**src/rtl/buffer_pop_ctrl.sv**
```systemverilog
// buffer_pop_ctrl: read-side controller for the push/pop buffer.
// Issues pops when the buffer has data, absorbs the buffer's one-cycle
// registered data_out latency and presents popped words as a valid/ready
// stream through a small skid FIFO. A pop rejected by the buffer (err flag
// in the capture cycle) halts the controller until clear_err is pulsed.
// Optional feature macro: BUFFER_POP_CTRL_STATS_EN adds a 32-bit pop_count
// output counting successful captures.
// Note: rst_n is an asynchronous ACTIVE-HIGH reset despite its name.

module buffer_pop_ctrl #(
    parameter int DATA_WIDTH    = 8,
    parameter int SKID_DEPTH    = 2,
    parameter int ERR_CNT_WIDTH = 8
) (
    input  logic                     clk,
    input  logic                     rst_n,
    input  logic                     enable,
    input  logic                     clear_err,
    input  logic                     wr_push,
    input  logic                     buf_is_empty,
    input  logic                     buf_err,
    input  logic [DATA_WIDTH-1:0]    buf_data_out,
    output logic                     buf_pop_en,
    output logic                     buf_pop,
    output logic                     m_valid,
    input  logic                     m_ready,
    output logic [DATA_WIDTH-1:0]    m_data,
    output logic                     halted,
    output logic [ERR_CNT_WIDTH-1:0] err_count
`ifdef BUFFER_POP_CTRL_STATS_EN
    ,
    output logic [31:0]              pop_count
`endif
);

    localparam int PTR_W = $clog2(SKID_DEPTH);
    localparam int CNT_W = $clog2(SKID_DEPTH + 1);

    typedef enum logic [1:0] {
        ST_IDLE,
        ST_ACTIVE,
        ST_HALT
    } state_t;

    state_t                  state;
    state_t                  state_next;
    logic                    inflight;
    logic [DATA_WIDTH-1:0]   skid_mem [SKID_DEPTH];
    logic [PTR_W-1:0]        wr_ptr;
    logic [PTR_W-1:0]        rd_ptr;
    logic [CNT_W-1:0]        skid_count;
    logic [CNT_W:0]          occupancy;
    logic                    credit;
    logic                    pop;
    logic                    skid_wr;
    logic                    skid_rd;
    logic                    rejected;

    // A capture with err set means the buffer refused the pop from last cycle
    assign skid_wr  = inflight & ~buf_err;
    assign rejected = inflight & buf_err;
    assign skid_rd  = m_valid & m_ready;

    // Words already committed to the skid (stored + in flight) after this cycle's drain
    assign occupancy = {1'b0, skid_count}
                     + {{CNT_W{1'b0}}, inflight}
                     - {{CNT_W{1'b0}}, skid_rd};
    assign credit    = occupancy < (CNT_W + 1)'(SKID_DEPTH);

    // Pop only when it cannot collide with a push and the result has a home
    assign pop        = (state == ST_ACTIVE) & enable & ~buf_is_empty & ~wr_push & credit;
    assign buf_pop    = pop;
    assign buf_pop_en = pop;

    assign m_valid = (skid_count != '0);
    assign m_data  = skid_mem[rd_ptr];
    assign halted  = (state == ST_HALT);

    // State register and the in-flight marker for the buffer's read latency
    always_ff @(posedge clk or posedge rst_n) begin
        if (rst_n) begin
            state    <= ST_IDLE;
            inflight <= 1'b0;
        end else begin
            state    <= state_next;
            inflight <= pop;
        end
    end

    // Next-state logic; a rejected capture halts from any state
    always_comb begin
        state_next = state;
        case (state)
            ST_IDLE: begin
                if (rejected)
                    state_next = ST_HALT;
                else if (enable)
                    state_next = ST_ACTIVE;
            end
            ST_ACTIVE: begin
                if (rejected)
                    state_next = ST_HALT;
                else if (!enable)
                    state_next = ST_IDLE;
            end
            ST_HALT: begin
                if (!rejected && clear_err)
                    state_next = ST_IDLE;
            end
            default: state_next = ST_IDLE;
        endcase
    end

    // Skid FIFO storage and pointers; simultaneous write and read both happen
    always_ff @(posedge clk or posedge rst_n) begin
        if (rst_n) begin
            for (int i = 0; i < SKID_DEPTH; i++)
                skid_mem[i] <= '0;
            wr_ptr     <= '0;
            rd_ptr     <= '0;
            skid_count <= '0;
        end else begin
            if (skid_wr) begin
                skid_mem[wr_ptr] <= buf_data_out;
                wr_ptr           <= wr_ptr + PTR_W'(1);
            end
            if (skid_rd)
                rd_ptr <= rd_ptr + PTR_W'(1);
            case ({skid_wr, skid_rd})
                2'b10:   skid_count <= skid_count + CNT_W'(1);
                2'b01:   skid_count <= skid_count - CNT_W'(1);
                default: skid_count <= skid_count;
            endcase
        end
    end

    // Saturating count of pops the buffer rejected
    always_ff @(posedge clk or posedge rst_n) begin
        if (rst_n)
            err_count <= '0;
        else if (rejected && (err_count != '1))
            err_count <= err_count + ERR_CNT_WIDTH'(1);
    end

`ifdef BUFFER_POP_CTRL_STATS_EN
    // Wrapping count of words successfully captured into the skid
    always_ff @(posedge clk or posedge rst_n) begin
        if (rst_n)
            pop_count <= '0;
        else if (skid_wr)
            pop_count <= pop_count + 32'd1;
    end
`endif

endmodule

```
**config.mk**
```make
export PLATFORM = sky130hd
export DESIGN_NAME = buffer_pop_ctrl
export DESIGN_NICKNAME = d
export VERILOG_FILES = /design/src/rtl/buffer_pop_ctrl.sv
export SDC_FILE = /design/constraint.sdc
export NUM_CORES = 1
export LEC_CHECK = 0
export ABC_AREA = 1
export CAP_MARGIN = 25
export CORE_ASPECT_RATIO = 0.5
export CORE_MARGIN = 3
export CORE_UTILIZATION = 38
export DETAILED_ROUTE_END_ITERATION = 16
export GPL_ROUTABILITY_DRIVEN = 0
export GPL_TIMING_DRIVEN = 0
export PLACE_DENSITY = 0.69
export SYNTH_ARGS = -nofsm -noshare
export SYNTH_HDL_FRONTEND = slang
export SYNTH_SLANG_ARGS = --single-unit
```
**constraint.sdc**
```tcl
create_clock -name clk -period 4.3 [get_ports clk]
set_clock_uncertainty 0.1 [all_clocks]
set_input_delay 0.645 -clock clk [delete_from_list [all_inputs] [get_ports clk]]
set_output_delay 0.645 -clock clk [all_outputs]
set_load 0.05 [all_outputs]
```
=== After elaboration in Yosys (flattened, before gate mapping) ===
Index checks and enable logic that the tools add are counted.
W data, S select, Z words.

* Register bits after elaboration: 31
* Output and inout port bits: 20
* Logic and storage cells: 60

* Add/subtract/negate cells: 7
* Magnitude comparators: 4
* Eq/ne operators: 8
* Multiplexer cells: 13
* Bitwise operators: 12
* Reduce and logical (&&, ||, !) cells: 8

{| class="wikitable"
|+ Operator list
! kind !! count
|-
| $mux W8 || 4
|-
| $bwmux W16 || 1
|-
| $mux W2 || 5
|-
| $add A8 B1 Y8 const B || 1
|-
| $demux W8 S1 || 1
|-
| $ne A8 B8 Y1 const B || 1
|-
| $and A1 B1 Y1 || 7
|-
| $ne A3 B3 Y1 const B || 2
|-
| $pmux W2 S3 || 1
|-
| $eq A2 B1 Y1 const B || 2
|-
| $eq A2 B2 Y1 const B || 2
|-
| $ge A2 B2 Y1 const B || 2
|-
| $not A1 Y2 || 2
|-
| $pmux W2 S2 || 1
|-
| $reduce_bool A2 Y1 || 2
|-
| $add A2 B1 Y3 || 1
|-
| $logic_and A1 B1 Y1 || 3
|-
| $lt A3 B2 Y1 const B || 1
|-
| $not A1 Y1 || 3
|-
| $reduce_and A3 Y1 || 1
|-
| $sub A3 B1 Y3 || 1
|-
| $add A1 B1 Y1 const B || 2
|-
| $add A2 B1 Y2 const B || 1
|-
| $logic_not A2 Y1 || 1
|-
| 4 further kinds || 4
|}

=== Depth between registers and ports, before layout ===
* Depth after elaboration: 6
* Mapped depth: 9
* Gate-level depth less buffers: 8

=== Least setup slack after synthesis ===
No wires, ideal clock.

* Path type: input to output
* From: in m_ready
* To: out buf_pop_en
* Arrival time: 3.446 ns
* Data required time: 3.555 ns
* Slack: 0.109 ns
* Cell stages on the path: 8
* Path buffers: 1
* Path through: nand3_1 -> nand2_1 -> nand2_1 -> fa_1 -> inv_1 -> nor2_1 -> nor4_1 -> buf_4

* Word-level cells in the longest chain between the ends: 4

{| class="wikitable"
|+ Ends and longest elaborated chain
! element !! line !! source
|-
| start: declaration || 26 || <nowiki>input logic m_ready,</nowiki>
|-
| $and A1 B1 Y1 || 62 || <nowiki>assign skid_rd = m_valid & m_ready;</nowiki>
|-
| $sub A3 B1 Y3 || 67 || <nowiki>- {{CNT_W{1'b0}}, skid_rd};</nowiki>
|-
| $lt A3 B2 Y1 || 68 || <nowiki>assign credit = occupancy < (CNT_W + 1)'(SKID_DEPTH);</nowiki>
|-
| $and A1 B1 Y1 || 71 || <nowiki>assign pop = (state == ST_ACTIVE) & enable & ~buf_is_empty & ~wr_push & credit;</nowiki>
|-
| end: declaration || 23 || <nowiki>output logic buf_pop_en,</nowiki>
|}

No other way between the ends.

=== Final worst setup path ===
Same ends and word-level chain as after synthesis.

==> impl_metrics.py <==
metrics = {
    "timing": {
        "final-hold-violation-count": 0,
        "setup_viol": 0,
        "tns_ns": 0,
        "rsz0062_at_grt": "false",
        "finalCritPeriodShare_pct": 94.95,
        "relSlewSlack_pct": 54.15,
        "fmax_ghz": 0.2449,
        "worst_pin_slew_ns": 0.6870,
        "min_period_ns": 4.083,
        "report.final.slew_viol_count": 0,
    },
    "setup_path": {
        "endpoint_kind": "primary output",
        "reg2reg_depth": 6,
        "worst-setup-path-type": "input port to primary output",
        "reg2reg_to": "inflight",
        "r2r-start": "skid_count[1]",
        "setup.worst_path.end": "buf_pop_en",
        "rrSetupSlack_ns": 2.38,
        "crit_start": "m_ready",
        "startpoint_type": "input port",
        "crit_required_ns": 3.56,
        "worst-path-max-fanout": 3,
        "crit_arrival_ns": 3.34,
    },
    "global_route": {
        "overflow": 0,
        "antenna_found_initial": 0,
        "grt_pass1_wl_um": 5568,
        "grt_pass1_vias": 1286,
        "grt_max_degree": 17,
        "gr-usage-all-layers_pct": 14.04,
    },
    "die": {
        "die_area_um2": 5008,
        "io_pins": 36,
        "start_util_pct": 42.67,
        "dieHeight_um": 51.57,
        "die_width_um": 97.13,
        "core_area_um2": 3697,
        "row_count": 15,
    },
    "clock_tree": {
        "cts.sinks": 31,
        "cts-root-buf": "clkbuf_8",
        "clock_latency_ns": 0.28,
        "holdBufCountCts": 0,
        "post_cts_buffers": 0,
        "cts_tree": "done",
        "ctsResizeCount": 0,
        "path_clk_slew_ns": 0.06,
        "cts_buffer_depth": 2,
        "ctsHtreeMaxLevel": 2,
        "numCtsBuffers": 5,
    },
    "final_layout": {
        "nets": 247,
        "antenna_cells": 0,
        "fillCellCount": 346,
        "syn2layout_area_growth_pct": 35.45,
        "utilization_pct": 57.80,
        "layout-drive-gt1-share_pct": 13.91,
    },
    "synthesis": {
        "yosys.area.top_type_share_pct": 49.17,
        "syn_area_per_cell_um2": 8.483,
        "synthCells": 186,
        "synth_area_um2": 1578,
        "async_flop_share_pct": 100.0,
        "yosysWarningCount": 0,
        "synth_edf_count": 0,
        "synth_nets": 204,
        "synth_area_leaders": "dfrtp_1, nand2_1, inv_1",
        "yosys-top-cells-count": "nand2_1, dfrtp_1, inv_1",
        "synth_cell_types": 24,
        "ys_seq_area_share_pct": 49.17,
        "synthMostInstantiatedCell": "nand2_1",
        "synth_ff_type": "dfrtp_1",
        "synth_seq_cells": 31,
        "synth_top_area_cell": "dfrtp_1",
    },
    "power_and_ir_drop": {
        "power_density_nw_per_um2": 611.4,
        "leakagePower_nw": 1.065,
        "ir_worst_vdd_mv": 0.1990,
    },
    "routing": {
        "vias_per_cell": 4.488,
        "wl_per_cell_um": 11.28,
        "vias": 1261,
        "dr.pass1.iters": 4,
        "drtIter0Drc": 60,
        "ant_nets": 0,
        "drcViolationCount": 0,
        "wirelength_um": 3169,
    },
    "outcome": {
        "outcome": "completed",
    },
    "placement": {
        "dp_hpwl_um": 2311,
        "numPortBuffers": 35,
    },
    "run": {
        "max_cap_violations": 0,
    },
    "worst_hold_path": {
        "hold_path.class": "flop to flop",
    },
}
[power by group]
group | leakage [nW] | total [mW] | switching (mW) | internal, mW
sequential | 0.409 | 0.437 | 0.0546 | 0.382
combinational | 0.595 | 0.575 | 0.353 | 0.222
clock | 0.0612 | 0.295 | 0.108 | 0.187
[final cells by class]
class | count | area, um2 | area share (%)
Tap cell | 51 | 63.81 | 2.986
Inverter | 29 | 108.9 | 5.094
Multi-Input combinational cell | 121 | 646.9 | 30.27
Sequential cell | 31 | 775.7 | 36.30
Timing Repair Buffer | 36 | 377.9 | 17.68
Clock inverter | 2 | 35.03 | 1.639
Clock buffer | 6 | 82.58 | 3.864
Buffer | 5 | 46.29 | 2.166
[placed cells by master, fill, tap and decap left out, types with 3 or more instances in the layout]
cell,netlist,final
nor2_1,10,10
clkdlybuf4s50_1,0,35
o21ai_0,9,9
dfrtp_1,31,31
mux2_2,8,8
nand2_1,64,64
clkbuf_8,0,6
nand3_1,6,6
inv_1,27,27
o21ai_2,8,8
xor2_1,3,3
[worst min path at each step]
stage             start       end  cells after the start
3_3_place_gp   state[1]  state[0]                      1
3_5_place_dp   state[1]  state[0]                      1
4_1_cts        state[1]  state[0]                      1
6_report       state[1]  state[0]                      1
2_1_floorplan  state[1]  state[0]                      1
5_1_grt        state[1]  state[0]                      1
[cells by family after synthesis]
group           Yosys count  synth area share [%]
mux                       8                 5.710
compound gates           19                 7.930
fa+ha+maj                 2                 2.062
flops                    31                 49.17
simple gates             87                 22.52
xor+xnor                  5                 2.776
buf+inv                  34                 9.834
[registers in the layout, indices dropped and copies added (netlist names)]
register,flops
skid_count,2
err_count,8
rd_ptr,1
state,2
wr_ptr,1
inflight,1
skid_mem,16
[metal layers]
metal  GRT usage, %  part of all wire (%)  vias up
li1               -                     -      654
met1          16.85                    46      586
met2          24.66                    50       17
met3          4.150                   3.2        4
met4          4.895                   1.2        0
met5              0                     0        -
[through the flow]
stage          cells  instance area, um2  power (mW)  setup WS, ns  hold WS [ns]
2_1_floorplan    186                1578      0.8490        0.1094        0.3098
3_3_place_gp     272                1992       1.006        0.2182        0.3197
3_5_place_dp     273                2019       1.021        0.2124        0.3260
4_1_cts          281                2137       1.320        0.2017        0.3343
5_1_grt          281                2137       1.389       0.01119        0.3609
6_report         281                2137       1.307        0.2173        0.3340
[critical path, cell delays in order]
cell and delay, ns:
clkdlybuf4s50_1 0.50, nand3_1 0.12, nand2_1 0.12, nand2_1 0.07
fa_1 0.49, nand3_1 0.08, nor4_1 0.34, buf_4 0.18
clkdlybuf4s50_1 0.79
Power figures use the tool's default switching activity.
